===== src/rtl/coreahblite_arb_pkg.sv =====
// Shared types and constants for the CoreAHBLite per-slave round-robin arbiter.
// Consumers: coreahblite_rr_picker, coreahblite_slave_rr_arbiter.
package coreahblite_arb_pkg;

    localparam int NUM_MASTERS = 4;
    localparam int IDX_W       = 2;
    localparam int CNT_W       = 4;

    localparam logic [NUM_MASTERS-1:0] MASTER_NONE = 4'b0000;

    // Arbiter states; prefixed so they cannot collide with the LOCKED port.
    typedef enum logic [1:0] {
        ST_IDLE   = 2'd0,
        ST_OWNED  = 2'd1,
        ST_LOCKED = 2'd2
    } arb_state_e;

    // Index of the set bit in a one-hot master vector (0 when none is set).
    function automatic logic [IDX_W-1:0] onehot_to_idx(input logic [NUM_MASTERS-1:0] onehot);
        logic [IDX_W-1:0] idx;
        idx = '0;
        for (int i = 0; i < NUM_MASTERS; i++) begin
            if (onehot[i]) idx = IDX_W'(i);
        end
        return idx;
    endfunction

endpackage


===== src/rtl/coreahblite_rr_picker.sv =====
// Combinational rotate-priority encoder: the first requester (ignoring
// excluded masters) found after ptr, wrapping, wins.
module coreahblite_rr_picker
    import coreahblite_arb_pkg::*;
(
    input  logic [NUM_MASTERS-1:0] req,
    input  logic [IDX_W-1:0]       ptr,
    input  logic [NUM_MASTERS-1:0] exclude,
    output logic [NUM_MASTERS-1:0] winner,
    output logic                   valid
);

    logic [NUM_MASTERS-1:0] cand;

    assign cand = req & ~exclude;

    // Scan ptr+1, ptr+2, ... ptr+NUM_MASTERS (mod NUM_MASTERS); first hit wins.
    always_comb begin
        logic [IDX_W-1:0] idx;
        // NOTE: every output gets a default before the loop so no path leaves it unassigned (no latch).
        winner = MASTER_NONE;
        valid  = 1'b0;
        idx    = ptr;
        for (int i = 1; i <= NUM_MASTERS; i++) begin
            idx = ptr + IDX_W'(i);
            if (!valid && cand[idx]) begin
                winner[idx] = 1'b1;
                valid       = 1'b1;
            end
        end
    end

endmodule


===== src/rtl/coreahblite_slave_rr_arbiter.sv =====
// Per-slave address-phase arbiter for the CoreAHBLite 4-master matrix.
// Round-robin between requesting masters, HMASTLOCK-aware locked sequences,
// re-arbitration only at address-phase boundaries (ADDRPHEND) or in IDLE.
// Optional build macro COREAHBLITE_ARB_QUOTA_EN: an owner may keep the slave
// for up to QUOTA consecutive address phases while others wait. Without it
// ownership rotates on every completed address phase if anyone else waits.
module coreahblite_slave_rr_arbiter
    import coreahblite_arb_pkg::*;
#(
    parameter int unsigned QUOTA = 4
) (
    input  logic                   HCLK,
    input  logic                   HRESET,
    input  logic [NUM_MASTERS-1:0] MADDRSEL,
    input  logic [NUM_MASTERS-1:0] MLOCK,
    input  logic                   ADDRPHEND,
    output logic [NUM_MASTERS-1:0] MASTERADDRINPROG,
    output logic                   LOCKED
);

    arb_state_e             state_q, state_d;
    logic [NUM_MASTERS-1:0] grant_q, grant_d;
    logic [IDX_W-1:0]       ptr_q, ptr_d;
    logic                   locked_q;

    logic [NUM_MASTERS-1:0] pick;
    logic                   pick_valid;
    logic                   owner_req;
    logic                   owner_lock;
    logic                   other_req;
    logic                   quota_left;
    logic                   load_one;  // new owner: quota count restarts at 1
    logic                   bump;      // owner kept: quota count advances

    assign owner_req  = |(MADDRSEL & grant_q);
    assign owner_lock = |(MLOCK & grant_q);
    assign other_req  = |(MADDRSEL & ~grant_q);

    // The current owner is excluded so a handover always moves to someone else;
    // in IDLE grant_q is empty and nothing is excluded.
    coreahblite_rr_picker u_picker (
        .req     (MADDRSEL),
        .ptr     (ptr_q),
        .exclude (grant_q),
        .winner  (pick),
        .valid   (pick_valid)
    );

`ifdef COREAHBLITE_ARB_QUOTA_EN
    localparam logic [CNT_W-1:0] QUOTA_C = CNT_W'(QUOTA);

    logic [CNT_W-1:0] count_q;

    assign quota_left = (count_q < QUOTA_C);

    // Consecutive address phases granted to the current owner, saturating at QUOTA.
    always_ff @(posedge HCLK) begin
        if (HRESET) begin
            count_q <= '0;
        end else if (load_one) begin
            count_q <= CNT_W'(1);
        end else if (bump && (count_q != QUOTA_C)) begin
            count_q <= count_q + CNT_W'(1);
        end
    end
`else
    // Quota of one: the owner keeps the slave only while nobody else waits.
    assign quota_left = 1'b0;

    logic unused_quota;
    assign unused_quota = ^{load_one, bump, CNT_W'(QUOTA)};
`endif

    // Next-state, next-grant and pointer update at arbitration events.
    always_comb begin
        state_d  = state_q;
        grant_d  = grant_q;
        ptr_d    = ptr_q;
        load_one = 1'b0;
        bump     = 1'b0;
        unique case (state_q)
            ST_IDLE: begin
                if (pick_valid) begin
                    grant_d  = pick;
                    ptr_d    = onehot_to_idx(pick);
                    load_one = 1'b1;
                    state_d  = (|(MLOCK & pick)) ? ST_LOCKED : ST_OWNED;
                end
            end
            ST_OWNED, ST_LOCKED: begin
                if (ADDRPHEND) begin
                    if (owner_lock) begin
                        // Locked sequence: hold the grant, quota count frozen.
                        state_d = ST_LOCKED;
                    end else if (owner_req && (!other_req || quota_left)) begin
                        state_d = ST_OWNED;
                        bump    = 1'b1;
                    end else if (pick_valid) begin
                        grant_d  = pick;
                        ptr_d    = onehot_to_idx(pick);
                        load_one = 1'b1;
                        state_d  = ST_OWNED;
                    end else begin
                        grant_d = MASTER_NONE;
                        state_d = ST_IDLE;
                    end
                end
            end
            default: begin
                grant_d = MASTER_NONE;
                state_d = ST_IDLE;
            end
        endcase
    end

    // State, grant, pointer and LOCKED registers.
    always_ff @(posedge HCLK) begin
        // NOTE: sequential state uses non-blocking assignments so all registers update together.
        if (HRESET) begin
            state_q  <= ST_IDLE;
            grant_q  <= MASTER_NONE;
            ptr_q    <= IDX_W'(NUM_MASTERS - 1);
            locked_q <= 1'b0;
        end else begin
            state_q  <= state_d;
            grant_q  <= grant_d;
            ptr_q    <= ptr_d;
            locked_q <= (state_d == ST_LOCKED);
        end
    end

    assign MASTERADDRINPROG = grant_q;
    assign LOCKED           = locked_q;

endmodule


===== config.mk =====
export PLATFORM = sky130hd
export DESIGN_NAME = coreahblite_slave_rr_arbiter
export DESIGN_NICKNAME = d
export VERILOG_FILES = /design/src/rtl/coreahblite_arb_pkg.sv /design/src/rtl/coreahblite_rr_picker.sv /design/src/rtl/coreahblite_slave_rr_arbiter.sv
export SDC_FILE = /design/constraint.sdc
export NUM_CORES = 1
export LEC_CHECK = 0
export ABC_AREA = 1
export BUFFER_PORTS_ARGS = -buffer_cell sky130_fd_sc_hd__buf_2
export CAP_MARGIN = 20
export CORE_UTILIZATION = 43
export CTS_CLUSTER_SIZE = 28
export DETAILED_ROUTE_END_ITERATION = 7
export GPL_TIMING_DRIVEN = 0
export HOLD_SLACK_MARGIN = 0.05
export PLACE_DENSITY_LB_ADDON = 0.3
export SYNTH_ARGS = -nofsm -noshare
export SYNTH_HDL_FRONTEND = slang
export SYNTH_SLANG_ARGS = --single-unit

===== constraint.sdc =====
create_clock -name HCLK -period 3.2 [get_ports HCLK]
set_clock_uncertainty 0.2 [all_clocks]
set_input_delay 0.32 -clock HCLK [delete_from_list [all_inputs] [get_ports HCLK]]
set_output_delay 0.32 -clock HCLK [all_outputs]
set_load 0.1 [all_outputs]

=== Yosys cells after proc, flatten, opt, wreduce, memory -nomap -nowiden ===
Index checks and enable logic that the tools add are counted.

* Output and inout port bits: 5
* Flip-flop bits (word level): 9
* Word-level logic and storage cells: 96
* Bits in read-only memories: 0
* Bits of input ports: 11
* Bits in writable memories: 0
* Memories kept: 0
* Latch bits: 0

* Muxes and demuxes: 45
* Reduce and logical (&&, ||, !) cells: 21
* $add $sub $neg: 3
* Shift operators: 0
* Multipliers: 0
* $lt $le $gt $ge: 8
* Div/mod/pow operators: 0
* Equality and inequality tests: 7
* Bitwise logic cells: 8

{| class="wikitable"
|+ Operators by type and width
! kind !! number
|-
| $mux W4 || 9
|-
| $mux W2 || 10
|-
| $and A4 B4 Y4 || 4
|-
| $reduce_or A4 Y1 || 4
|-
| $mux W1 || 15
|-
| $lt A2 B3 Y1 const B || 4
|-
| $or A4 B4 Y4 || 3
|-
| $bmux W1 S2 || 4
|-
| $demux W1 S2 || 4
|-
| $ge A2 B1 Y1 const B || 4
|-
| $logic_and A1 B1 Y1 || 8
|-
| $ne A2 B2 Y1 const B || 4
|-
| $pmux W2 S2 || 2
|-
| $pmux W4 S2 || 1
|-
| $reduce_and A4 Y1 || 2
|-
| $add A2 B2 Y2 const B || 2
|-
| $eq A2 B2 Y1 const B || 2
|-
| $logic_not A1 Y1 || 4
|-
| $not A4 Y4 || 1
|-
| $add A2 B1 Y2 const B || 1
|-
| $eq A2 B1 Y1 const B || 1
|-
| $logic_not A2 Y1 || 1
|-
| $reduce_bool A2 Y1 || 1
|-
| $reduce_or A2 Y1 || 1
|}

=== Depth between registers and ports, before layout ===
Gate-level depths: netlist of the first run.

* Depth in word-level cells: 22
* Mapped depth: 16
* Depth with buffers taken out: 16

=== Hierarchy ===
A second synthesis of the first run with hierarchy kept.

* Cell total of the unflattened synthesis: 183
* Area total of the unflattened synthesis: 1139.8 µm²

{| class="wikitable"
|+ Modules (own cells, without submodules)
! module !! area an instance (µm²) !! seq. area each (µm²) !! times used !! cells an instance
|-
| coreahblite_slave_rr_arbiter || 648.1 || 180.2 || 1 || 104
|-
| coreahblite_rr_picker || 491.7 || 0.0 || 1 || 79
|}

=== Worst setup path after synthesis of the first run ===
No wires, ideal clock.

* Path kind: register to register
* Start point: register grant_q[3], in the netlist MASTERADDRINPROG[3]
* End point: register state_q[1]
* Period minus slack after synthesis: 2.492 ns
* Data required time: 2.890 ns
* Buffers on the path: 0
* Stages on the path, launching flop included: 16
* Arrival: 2.182 ns
* Library setup time: 0.110 ns
* Slack: 0.708 ns
* Cell sequence: dfxtp_1 inv_1 nand3_2 nand3_2 nand2_4 inv_2 nand2_1 nand2_1 nor2_1 nand2_1 nand2_1 nand2_1 o21ai_1 nand2_1 nand2_2 inv_1

* Longest elaborated chain between the ends: 19
* Elaborated cells between the ends (all ways): 36
* Classes of those cells: mux (21); bitwise (7); reduce/logical (8)

{| class="wikitable"
|+ Ends and longest elaborated chain
! element !! line !! source
|-
| start: declaration || coreahblite_slave_rr_arbiter.sv:22 || <nowiki>logic [NUM_MASTERS-1:0] grant_q, grant_d;</nowiki>
|-
| start signal: assignment || coreahblite_slave_rr_arbiter.sv:126 || <nowiki>grant_q <= grant_d;</nowiki>
|-
| $not A4 Y4 || coreahblite_rr_picker.sv:15, coreahblite_slave_rr_arbiter.sv:37 ||
|-
| $and A4 B4 Y4 || coreahblite_rr_picker.sv:15, coreahblite_slave_rr_arbiter.sv:37 ||
|-
| $bmux W1 S2 || coreahblite_rr_picker.sv:26 || <nowiki>if (!valid && cand[idx]) begin</nowiki>
|-
| $mux W1 (not written as such) || coreahblite_rr_picker.sv:26 ||
|-
| $mux W1 || coreahblite_rr_picker.sv:26 ||
|-
| $logic_not A1 Y1 || coreahblite_rr_picker.sv:26 ||
|-
| $logic_and A1 B1 Y1 || coreahblite_rr_picker.sv:26 ||
|-
| $mux W1 || coreahblite_rr_picker.sv:26 ||
|-
| [... 3 more ...] || - ||
|-
| $logic_not A1 Y1 || coreahblite_rr_picker.sv:26 ||
|-
| $logic_and A1 B1 Y1 || coreahblite_rr_picker.sv:26 ||
|-
| $mux W4 || coreahblite_rr_picker.sv:26 ||
|-
| $and A4 B4 Y4 || coreahblite_slave_rr_arbiter.sv:87 || <nowiki>state_d = (|(MLOCK & pick)) ? ST_LOCKED : ST_OWNED;</nowiki>
|-
| $reduce_or A4 Y1 || coreahblite_slave_rr_arbiter.sv:87 ||
|-
| $mux W2 || coreahblite_slave_rr_arbiter.sv:87 ||
|-
| $mux W2 || coreahblite_slave_rr_arbiter.sv:83 || <nowiki>if (pick_valid) begin</nowiki>
|-
| $pmux W2 S2 * || coreahblite_slave_rr_arbiter.sv:81 || <nowiki>unique case (state_q)</nowiki>
|-
| end signal: assignment || coreahblite_slave_rr_arbiter.sv:125 || <nowiki>state_q <= state_d;</nowiki>
|-
| end: declaration || coreahblite_slave_rr_arbiter.sv:21 || <nowiki>arb_state_e state_q, state_d;</nowiki>
|}

Every way passes the cells marked *; elsewhere a longest branch is shown, timed or not. The select of a mux whose other input is x is not followed.
A chain may end at the register's enable or synchronous reset.

=== Worst setup path in the final report of the first run ===
* Start point: register ptr_q[0]
* End point: register state_q[1]

* Longest elaborated chain between the ends: 18
* Elaborated cells between the ends (all ways): 53
* Classes of those cells: add/sub (3); order compare (8); mux (27); bitwise (4); reduce/logical (11)

{| class="wikitable"
|+ Ends and longest elaborated chain
! element !! line !! source
|-
| start: declaration || coreahblite_slave_rr_arbiter.sv:23 || <nowiki>logic [IDX_W-1:0] ptr_q, ptr_d;</nowiki>
|-
| start signal: assignment || coreahblite_slave_rr_arbiter.sv:122 || <nowiki>ptr_q <= IDX_W'(NUM_MASTERS - 1);</nowiki>
|-
| start signal: assignment || coreahblite_slave_rr_arbiter.sv:127 || <nowiki>ptr_q <= ptr_d;</nowiki>
|-
| parallel branches: the longest is 16 deep, another holds $lt A2 B3 Y1 || - ||
|-
| $mux W2 * || coreahblite_slave_rr_arbiter.sv:83 ||
|-
| $pmux W2 S2 * || coreahblite_slave_rr_arbiter.sv:81 ||
|}

Mark *: on every way between the ends. The select of a mux whose other input is x is not followed.

==> results.yml, run 1 <==
cts:
  cts_sinks: 9
  cts_resized: 0
  hold_buffers: 0
  clk_latency_ns: 0.26
  post_cts_buffers: 0
  h-tree-depth: 1
  ctsRootBufferMaster: "clkbuf_4"
  path_clk_slew_ns: 0.07
  cts_buffers: 3
  cts_buffer_depth: 2
  tritoncts: "done"
die:
  initial_utilization_pct: 47.9
  rows: 16
  io_pins: 16
  fp.dieH_um: 49.7
  die-area_sq_um: 2470
  fp.coreArea_sq_um: 2040
  die_x_um: 49.7
placed_design:
  dp_hpwl_um: 1870
  routabilityCongestion: 0.883
  io_buffers: 15
  dpl_cell_area_sq_um: 1090
  place_ws_ns: 0.651
layout:
  layout-drive-gt1-share_pct: 19.8
  nets: 209
  postLayoutCellArea_sq_um: 1110
  n_antenna_cell: 0
  area_growth_syn_to_layout_pct: 13.9
global_routing:
  grt_max_degree: 11
  antenna_found_initial: 0
  grt-ovfl-total: 0
  grt_pass1_wl_um: 3840
  grt_usage_pct: 19.8
  grt_pass1_vias: 927
worst_setup_path:
  cp-start-kind: "register"
  critPathArrivalTime_ns: 2.50
  max_stage_delay_ns: 0.54
  r2r_start: "ptr_q[0]"
  critPathLaunch: "ptr_q[0]"
  path_class: "reg -> reg"
  cpMostUsedCell: "nand2_1"
  r2r_cells: 16
  critPathTopFamily: "simple AND/OR/NAND/NOR gates"
  worstPathCellList: "inv_2 > ha_1 > inv_1 > nand3_2 > nand2_4 > inv_2 > nand2_1 > nand2_1 > nor2_1 > nand2_1 > nand2_1 > nand2_1 > o21ai_1 > nand2_1 > nand2_2 > inv_1"
  reg2reg_slack_ns: 0.66
  r2r_end: "state_q[1]"
  crit_buf_inv: 4
  cp_max_fo: 10
  worst_setup_path_end_kind: "register"
  cp.required_ns: 3.16
  slowest_stage: "dfxtp_1"
synth:
  ys_ff_latch: 9
  synthesis.area_sq_um: 978
  syn_nets: 189
  ys_seq_area_share_pct: 18.4
  yosysWarnings: 0
  synth_cell_types: 19
  syn_avg_cell_area_sq_um: 5.82
  syn_inst: 168
drt:
  drc: 0
  wl_per_cell_um: 10.5
  detail_route.first_pass.iterations: 4
  postRouteAntennaNets: 0
  viasPerCell: 5.02
  vias: 1074
  totalWireLength_um: 2250
  dr.first_iter.drc_count: 37
worst_hold_path:
  hp-start: "HRESET"
  hold_end: "MASTERADDRINPROG[3]"
  hold_depth: 2
  hold_path.class: "in -> reg"
sta:
  slew_headroom_pct: 67.9
  setup_ws_ns: 0.662
  fin_tns_setup_ns: 0
  clock.fmax_mhz: 394
  period_share_pct: 79.3
  final_max_slew_viol_count: 0
  period_needed_ns: 2.54
  tightest_slew_ns: 0.486
  finalHoldViolations: 0
  rsz0062_at_grt: "no"
  setup_viol: 0
status:
  status: "complete, no violations"
flow_run:
  drv_cap: 0
## cell usage in the layout (no fill, tap or decap)
cell type	count
a21oi_1	5
a221oi_1	1
a41oi_1	1
buf_2	15
clkbuf_4	3
clkinv_2	1
dfxtp_1	9
ha_1	10
inv_1	18
inv_2	5
nand2_1	62
nand2_2	5
nand2_4	1
nand3_1	16
nand3_2	5
nand4_1	2
nor2_1	19
nor2_2	1
nor2_4	1
o211ai_1	1
o21ai_0	5
o21ai_1	1
## synth_stat cells
cell,number,area (sq um)
nand2_1,62,233
nor2_1,19,71.3
inv_1,18,67.6
nand3_1,16,80.1
ha_1,10,125
dfxtp_1,9,180
a21oi_1,5,25.0
inv_2,5,18.8
nand2_2,5,31.3
nand3_2,5,50.1
o21ai_0,5,25.0
nand4_1,2,12.5
a221oi_1,1,8.76
a41oi_1,1,8.76
nand2_4,1,11.3
nor2_2,1,6.26
nor2_4,1,11.3
o211ai_1,1,7.51
o21ai_1,1,5.00
## routing by layer
metal | part of all wire [%] | track usage, % | wire [um]
met1 | 50 | 27.7 | 1120
met2 | 43 | 32.4 | 971
met3 | 6.0 | 1.23 | 134
met4 | 1.0 | 5.71 | 23
met5 | 0 | 0 | 0
## area by class of cell
| class | count | area [sq um] |
|---|---|---|
| clock buffer | 3 | 22.5 |
| inverter | 23 | 86.3 |
| fill | 232 | 927 |
| multi-input combinational | 136 | 712 |
| timing repair buffer | 15 | 75.1 |
| clock inverter | 1 | 5.00 |
| tap | 27 | 33.8 |
| sequential | 9 | 180 |
## worst max path at each step
stage / slack (ns) / cells after the start / to
finish: 0.66 / 16 / state_q[1]
global route: 0.38 / 16 / LOCKED
CTS: 0.63 / 16 / state_q[1]
detailed placement: 0.65 / 16 / state_q[1]
global placement: 0.74 / 16 / state_q[1]
floorplan: 0.71 / 15 / state_q[1]
## per-stage QoR
step                utilization (%)  hold WS, ns  cells
CTS                            54.6       0.0819    214
finish                         54.6       0.0863    214
floorplan                         -        0.189    168
detailed placement             53.2        0.316    210
global route                   54.6       0.0911    214
global placement               53.2        0.305    210
## cell families after synthesis
logic type / synth area share (%)
compound gates: 8.18
flops: 18.4
buf+inv: 8.82
simple gates: 51.8
fa+ha+maj: 12.8
## flip-flops by register name (all words and copies together) (netlist names)
| name | count |
|---|---|
| MASTERADDRINPROG | 4 |
| ptr_q | 2 |
| state_q | 2 |
| LOCKED | 1 |
Power of run 1 is left out: the tool's default activity adds up to more than one toggle a clock period on the data nets, which glitch-free logic cannot reach.
==> inputs of run 2 (changes only) <==
--- a/config.mk
+++ b/config.mk
@@ -5,7 +5,7 @@
 export SDC_FILE = /design/constraint.sdc
 export NUM_CORES = 1
 export LEC_CHECK = 0
-export ABC_AREA = 1
+export ABC_AREA = 0
 export BUFFER_PORTS_ARGS = -buffer_cell sky130_fd_sc_hd__buf_2
 export CAP_MARGIN = 20
 export CORE_UTILIZATION = 43
==> constraint.sdc (replaced) <==
create_clock -name HCLK -period 2.3 [get_ports HCLK]
set_clock_uncertainty 0.2 [all_clocks]
set_input_delay 0.23 -clock HCLK [delete_from_list [all_inputs] [get_ports HCLK]]
set_output_delay 0.23 -clock HCLK [all_outputs]
set_load 0.1 [all_outputs]
==> run 2 against run 1 <==
Effect of this change: global-route usage is 3.4 points higher; worst setup slack worse by 0.84 ns; the flow now finishes with violations (negative setup slack); first-iteration DRC count is 8.1% lower; cell area is 12% higher; via count about the same; highest routed layer unchanged; cell count decreased by 17%.
==> results.yml, run 2 <==
status:
  status: "complete, but fails checks"
  violations: "negative setup slack"
power_and_ir_drop:
  p_leak_nw: 0.522
  peakVddDrop_mv: 0.768
  power_density_nw_per_um2: 1490
  power_mw: 1.85
synth:
  syn_avg_cell_area_sq_um: 7.79
  ys_ff_latch: 9
  synth_cell_types: 36
  synth_top_cell_by_area: "dfxtp_1"
  synth_common_cells: "ha_1, dfxtp_1, inv_1, nand2_1, nor3_1"
  async_reset_ff_share_pct: 0
  syn_nets: 144
  synth_edf_count: 0
  yosysWarnings: 0
  synth_top_area_share_pct: 18.8
  synth.area.top_cells: "dfxtp_1, ha_1, o211ai_1"
  synthFlopType: "dfxtp_1"
  yosysMostFrequentCell: "ha_1"
  ys_seq_area_share_pct: 18.8
  syn_inst: 123
  synthesis.area_sq_um: 958
cts:
  cts_sinks: 9
  h-tree-depth: 1
  cts_buffers: 3
  clk_latency_ns: 0.26
  tritoncts: "done"
  ctsRootBufferMaster: "clkbuf_4"
  cts_buffer_depth: 2
  path_clk_slew_ns: 0.06
worst_setup_path:
  r2r_start: "ptr_q[1]"
  cp_max_fo: 5
  cp-start-kind: "register"
  critPathArrivalTime_ns: 2.44
  path_class: "reg -> reg"
  cp.required_ns: 2.27
  crit_buf_inv: 1
  slowest_stage: "mux4_2"
  worst_setup_path_end_kind: "register"
  critPathLaunch: "ptr_q[1]"
  critPathTopFamily: "compound AO/OA/AOI/OAI gates"
  worstPathCellList: "clkinvlp_4 > ha_4 > mux4_2 > a22o_1 > o31ai_2 > o2111ai_2 > o41ai_2"
  max_stage_delay_ns: 0.38
sta:
  final_max_slew_viol_count: 0
  finalHoldViolations: 0
  rsz0062_at_grt: "yes"
  clock.fmax_mhz: 404
  slew_headroom_pct: 68.0
  setup_viol: 8
  setup_ws_ns: -0.174
  tightest_slew_ns: 0.484
  period_share_pct: 108
  hold_ws_ns: 0.156
  period_needed_ns: 2.47
layout:
  layout_common_cells: "buf_2, ha_1, nor3_1, nand2_1, buf_4"
  layout-drive-gt1-share_pct: 34.0
  final_common_cell: "buf_2"
  largest_register_ffs: 4
  n_antenna_cell: 0
  fillerInstances: 177
  nets: 172
  area_growth_syn_to_layout_pct: 30.0
  seq_area_sq_um: 203
  multi_input_area_sq_um: 797
  postLayoutCellArea_sq_um: 1250
die:
  die_x_um: 49.2
  io_pins: 16
  rows: 16
  fp.dieH_um: 49.2
  die-area_sq_um: 2420
  fp.coreArea_sq_um: 2020
  initial_utilization_pct: 47.4
global_routing:
  grt_max_degree: 12
  antenna_found_initial: 0
  grt_pass1_wl_um: 4360
  met1_usage_pct: 30.3
  grt_pass1_vias: 979
  grt-ovfl-total: 0
  grt_use_met3_pct: 7.79
  grtUsageMet2_pct: 36.3
  grt_usage_pct: 23.2
  top_usage_layer: "met2"
drt:
  drc: 0
  postRouteAntennaNets: 0
  vias: 1075
  wl_per_cell_um: 14.6
  dr.first_iter.drc_count: 34
  detail_route.first_pass.iterations: 4
  viasPerCell: 6.07
  totalWireLength_um: 2580
worst_hold_path:
  hold_path.class: "in -> reg"
  hp-start: "MLOCK[1]"
flow_run:
  drv_cap: 0
placed_design:
  place_ws_ns: -0.447
  dpl_cell_area_sq_um: 1110
  routabilityCongestion: 0.938
  dp_hpwl_um: 1880
  io_buffers: 15
## run 2: cell count changes after synthesis, sizes merged, moves of 4 or more
cell,before,now
o211ai,1,6
a22oi,0,4
a21boi,0,7
inv,23,9
nand3,21,1
nor2b,0,4
nor3,0,9
nand2,68,9
nor2,21,7
nand2b,0,6
and3,0,4
## run 2: layout make-up
class	count	share of cell area, %
Clock buffer	4	2.11
Timing Repair Buffer	24	11.6
Multi-Input combinational cell	104	64.0
Sequential cell	9	16.3
Inverter	9	3.31
Tap cell	27	2.71
## run 2: path summary, 6_finish.rpt
path / slack, ns / to / cells after the start
setup / recovery: -0.17 / state_q[0] / 7
hold / removal: 0.16 / state_q[0] / 4
setup reg to reg: -0.17 / state_q[0] / 7
hold reg to reg: 0.33 / MASTERADDRINPROG[3] / 2
## run 2: what timing repair did
item                       4_1_cts  5_1_grt
buffers inserted                 5        3
gates resized for setup         11        5
gates cloned                     0        0
setup endpoints to repair        9        9
hold endpoints to repair         4        0
pin swaps                        8        3
hold buffers                     1        0
## run 2: stage by stage
step	TNS (ns)	instances	utilization, %
floorplan	-0.488	123	-
global placement	-2.30	165	54.8
detailed placement	-2.49	165	54.8
CTS	-0.362	174	59.4
global route	-1.37	177	61.6
finish	-0.607	177	61.6
## run 2: kinds of logic after synthesis
logic type,share of synthesized area [%]
fa+ha+maj,13.1
simple gates,27.2
compound gates,34.7
flops,18.8
mux,2.35
buf+inv,3.92
## run 2: per-layer routing
layer,up-vias,routed length (um)
li1,524,-
met1,504,1150
met2,43,1210
met3,4,193
met4,0,26
met5,-,0
## run 2: worst register-to-register path, cell delays in order (launching register included)
cell and delay, ns:
dfxtp_4 0.36, clkinvlp_4 0.10, ha_4 0.30, mux4_2 0.38, a22o_1 0.27, o31ai_2 0.21
o2111ai_2 0.20, o41ai_2 0.35
## run 2: report_power, final
group	switching [mW]	leakage, nW	internal, mW
clock network	0.0534	0.0150	0.0667
registers	0.0775	0.0773	0.243
logic	0.866	0.429	0.545
total	0.997	0.522	0.855
Note: power is estimated with default switching activity, not from simulation.
==> inputs of run 3 (changes only) <==
--- a/config.mk
+++ b/config.mk
@@ -13,7 +13,7 @@
 export DETAILED_ROUTE_END_ITERATION = 7
 export GPL_TIMING_DRIVEN = 0
 export HOLD_SLACK_MARGIN = 0.05
-export PLACE_DENSITY_LB_ADDON = 0.3
+export PLACE_DENSITY = 0.62
 export SYNTH_ARGS = -nofsm -noshare
 export SYNTH_HDL_FRONTEND = slang
 export SYNTH_SLANG_ARGS = --single-unit
==> constraint.sdc (replaced) <==
create_clock -name HCLK -period 3 [get_ports HCLK]
set_clock_uncertainty 0.2 [all_clocks]
set_input_delay 0.3 -clock HCLK [delete_from_list [all_inputs] [get_ports HCLK]]
set_output_delay 0.3 -clock HCLK [all_outputs]
set_load 0.1 [all_outputs]
==> run 3 against run 2 <==
Effect of this change: the run now ends clean; register-to-register slack better by 0.38 ns; largest power group unchanged; critical path type unchanged; non-clock buffer count is 8 lower; flip-flop and latch count unchanged; critical endpoint unchanged.
==> results.yml, run 3 (same netlist as run 2, synthesis figures left out) <==
power_and_ir_drop:
  p_int_mw: 0.561
  peakVddDrop_mv: 0.736
  clockPowerShare_pct: 7.5
  pwr-share-seq_pct: 18.4
  power_density_nw_per_um2: 1140
  p_leak_nw: 0.496
  pwr-share-comb_pct: 74.1
  switchingPower_mw: 0.730
  p_sw_share_pct: 56.5
layout:
  layout_common_cells: "buf_2, inv_1, nand2_1, ha_1"
  finalNonFillerCells: 169
  nets: 164
  seq_area_sq_um: 181
  n_antenna_cell: 0
  fillerInstances: 198
  largest_register_ffs: 4
  postLayoutCellArea_sq_um: 1140
  final_common_cell: "buf_2"
  multi_input_area_sq_um: 779
  area_growth_syn_to_layout_pct: 18.7
  layout-drive-gt1-share_pct: 21.8
sta:
  rsz0062_at_grt: "no"
  fin_tns_setup_ns: 0
  tightest_slew_ns: 0.485
  clock.fmax_mhz: 358
  finalHoldViolations: 0
  setup_viol: 0
  final_max_slew_viol_count: 0
  period_share_pct: 93.1
  slew_headroom_pct: 67.9
  period_needed_ns: 2.79
placed_design:
  dp_hpwl_um: 1890
  io_buffers: 15
  dpl.cell_count: 165
  routabilityCongestion: 0.830
  dpl_cell_area_sq_um: 1070
global_routing:
  grt_max_degree: 11
  grt_pass1_wl_um: 4060
  antenna_found_initial: 0
  grt_usage_pct: 21.9
  grt_pass1_vias: 936
  grt-ovfl-total: 0
worst_setup_path:
  worstPathCellList: "clkbuf_4 > inv_1 > ha_4 > mux4_2 > a22o_1 > o31ai_1 > o2111ai_2 > o41ai_2"
  path_class: "reg -> reg"
  critPathArrivalTime_ns: 2.77
  slowest_stage: "dfxtp_1"
  crit_buf_inv: 2
  worst_setup_path_end_kind: "register"
  cp.required_ns: 2.98
  r2r_cells: 8
  reg2reg_slack_ns: 0.21
  r2r_start: "ptr_q[1]"
  critPathTopFamily: "compound AO/OA/AOI/OAI gates"
  cp-start-kind: "register"
  max_stage_delay_ns: 0.40
  r2r_end: "state_q[0]"
  cp_max_fo: 8
drt:
  vias: 1004
  postRouteAntennaNets: 0
  totalWireLength_um: 2440
  drc: 0
  dr.first_iter.drc_count: 38
  wl_per_cell_um: 14.4
  detail_route.first_pass.iterations: 4
  viasPerCell: 5.94
worst_hold_path:
  hold_depth: 2
  hold_end: "MASTERADDRINPROG[3]"
  hp-start: "HRESET"
  hold_path.class: "in -> reg"
cts:
  path_clk_slew_ns: 0.06
  clk_latency_ns: 0.27
  cts_buffer_depth: 2
  hold_buffers: 0
  tritoncts: "done"
  cts_sinks: 9
  ctsRootBufferMaster: "clkbuf_4"
  post_cts_buffers: 0
  h-tree-depth: 1
  cts_buffers: 3
die:
  die-area_sq_um: 2420
  io_pins: 16
  fp.coreArea_sq_um: 2020
  fp.dieH_um: 49.2
  die_x_um: 49.2
  rows: 16
  initial_utilization_pct: 47.4
status:
  status: "complete, no violations"
flow_run:
  drv_cap: 0
[run 3: repair_timing]
item / 4_1_cts / 5_1_grt
pin swaps: 0 / 3
gates resized for setup: 2 / 10
setup endpoints to repair: 3 / 4
[run 3: cell type report]
cell class	count	share of cell area [%]
timing repair buffer	15	6.60
clock buffer	4	2.31
multi-input combinational	104	68.5
sequential	9	16.0
inverter	9	2.97
buffer	1	0.660
tap	27	2.97
[run 3: metrics by stage]
stage	hold slack (ns)	setup slack (ns)	util [%]	power [mW]
floorplan	0.169	0.0381	-	0.946
global placement	0.343	-0.112	52.8	1.12
detailed placement	0.343	-0.134	52.8	1.12
CTS	0.0874	0.00481	54.2	1.23
global route	0.115	0.0487	56.3	1.41
finish	0.0903	0.208	56.3	1.29
[run 3: worst max path at each step]
stage	end	slack, ns	cells past startpoint	from
detailed placement	state_q[0]	-0.13	9	ptr_q[1]
finish	state_q[0]	0.21	8	ptr_q[1]
CTS	state_q[0]	0.005	9	ptr_q[1]
global placement	state_q[0]	-0.11	9	ptr_q[1]
floorplan	state_q[0]	0.04	6	MASTERADDRINPROG[0]
global route	state_q[0]	0.05	8	ptr_q[1]
[run 3: metal layers]
metal | global-route usage [%] | vias up | routed length, um
met5 | 0 | - | 0
met4 | 7.35 | 0 | 27
met3 | 4.67 | 3 | 113
met2 | 36.3 | 28 | 1150
met1 | 27.8 | 469 | 1150
li1 | - | 504 | -
[run 3: power groups by stage]
stage	clock network (mW)	logic (mW)	registers (mW)
2_1_floorplan	0	0.553	0.394
3_3_place_gp	0	0.882	0.237
3_5_place_dp	0	0.883	0.239
4_1_cts	0.101	0.890	0.237
5_1_grt	0.103	1.06	0.247
6_report	0.0967	0.957	0.237
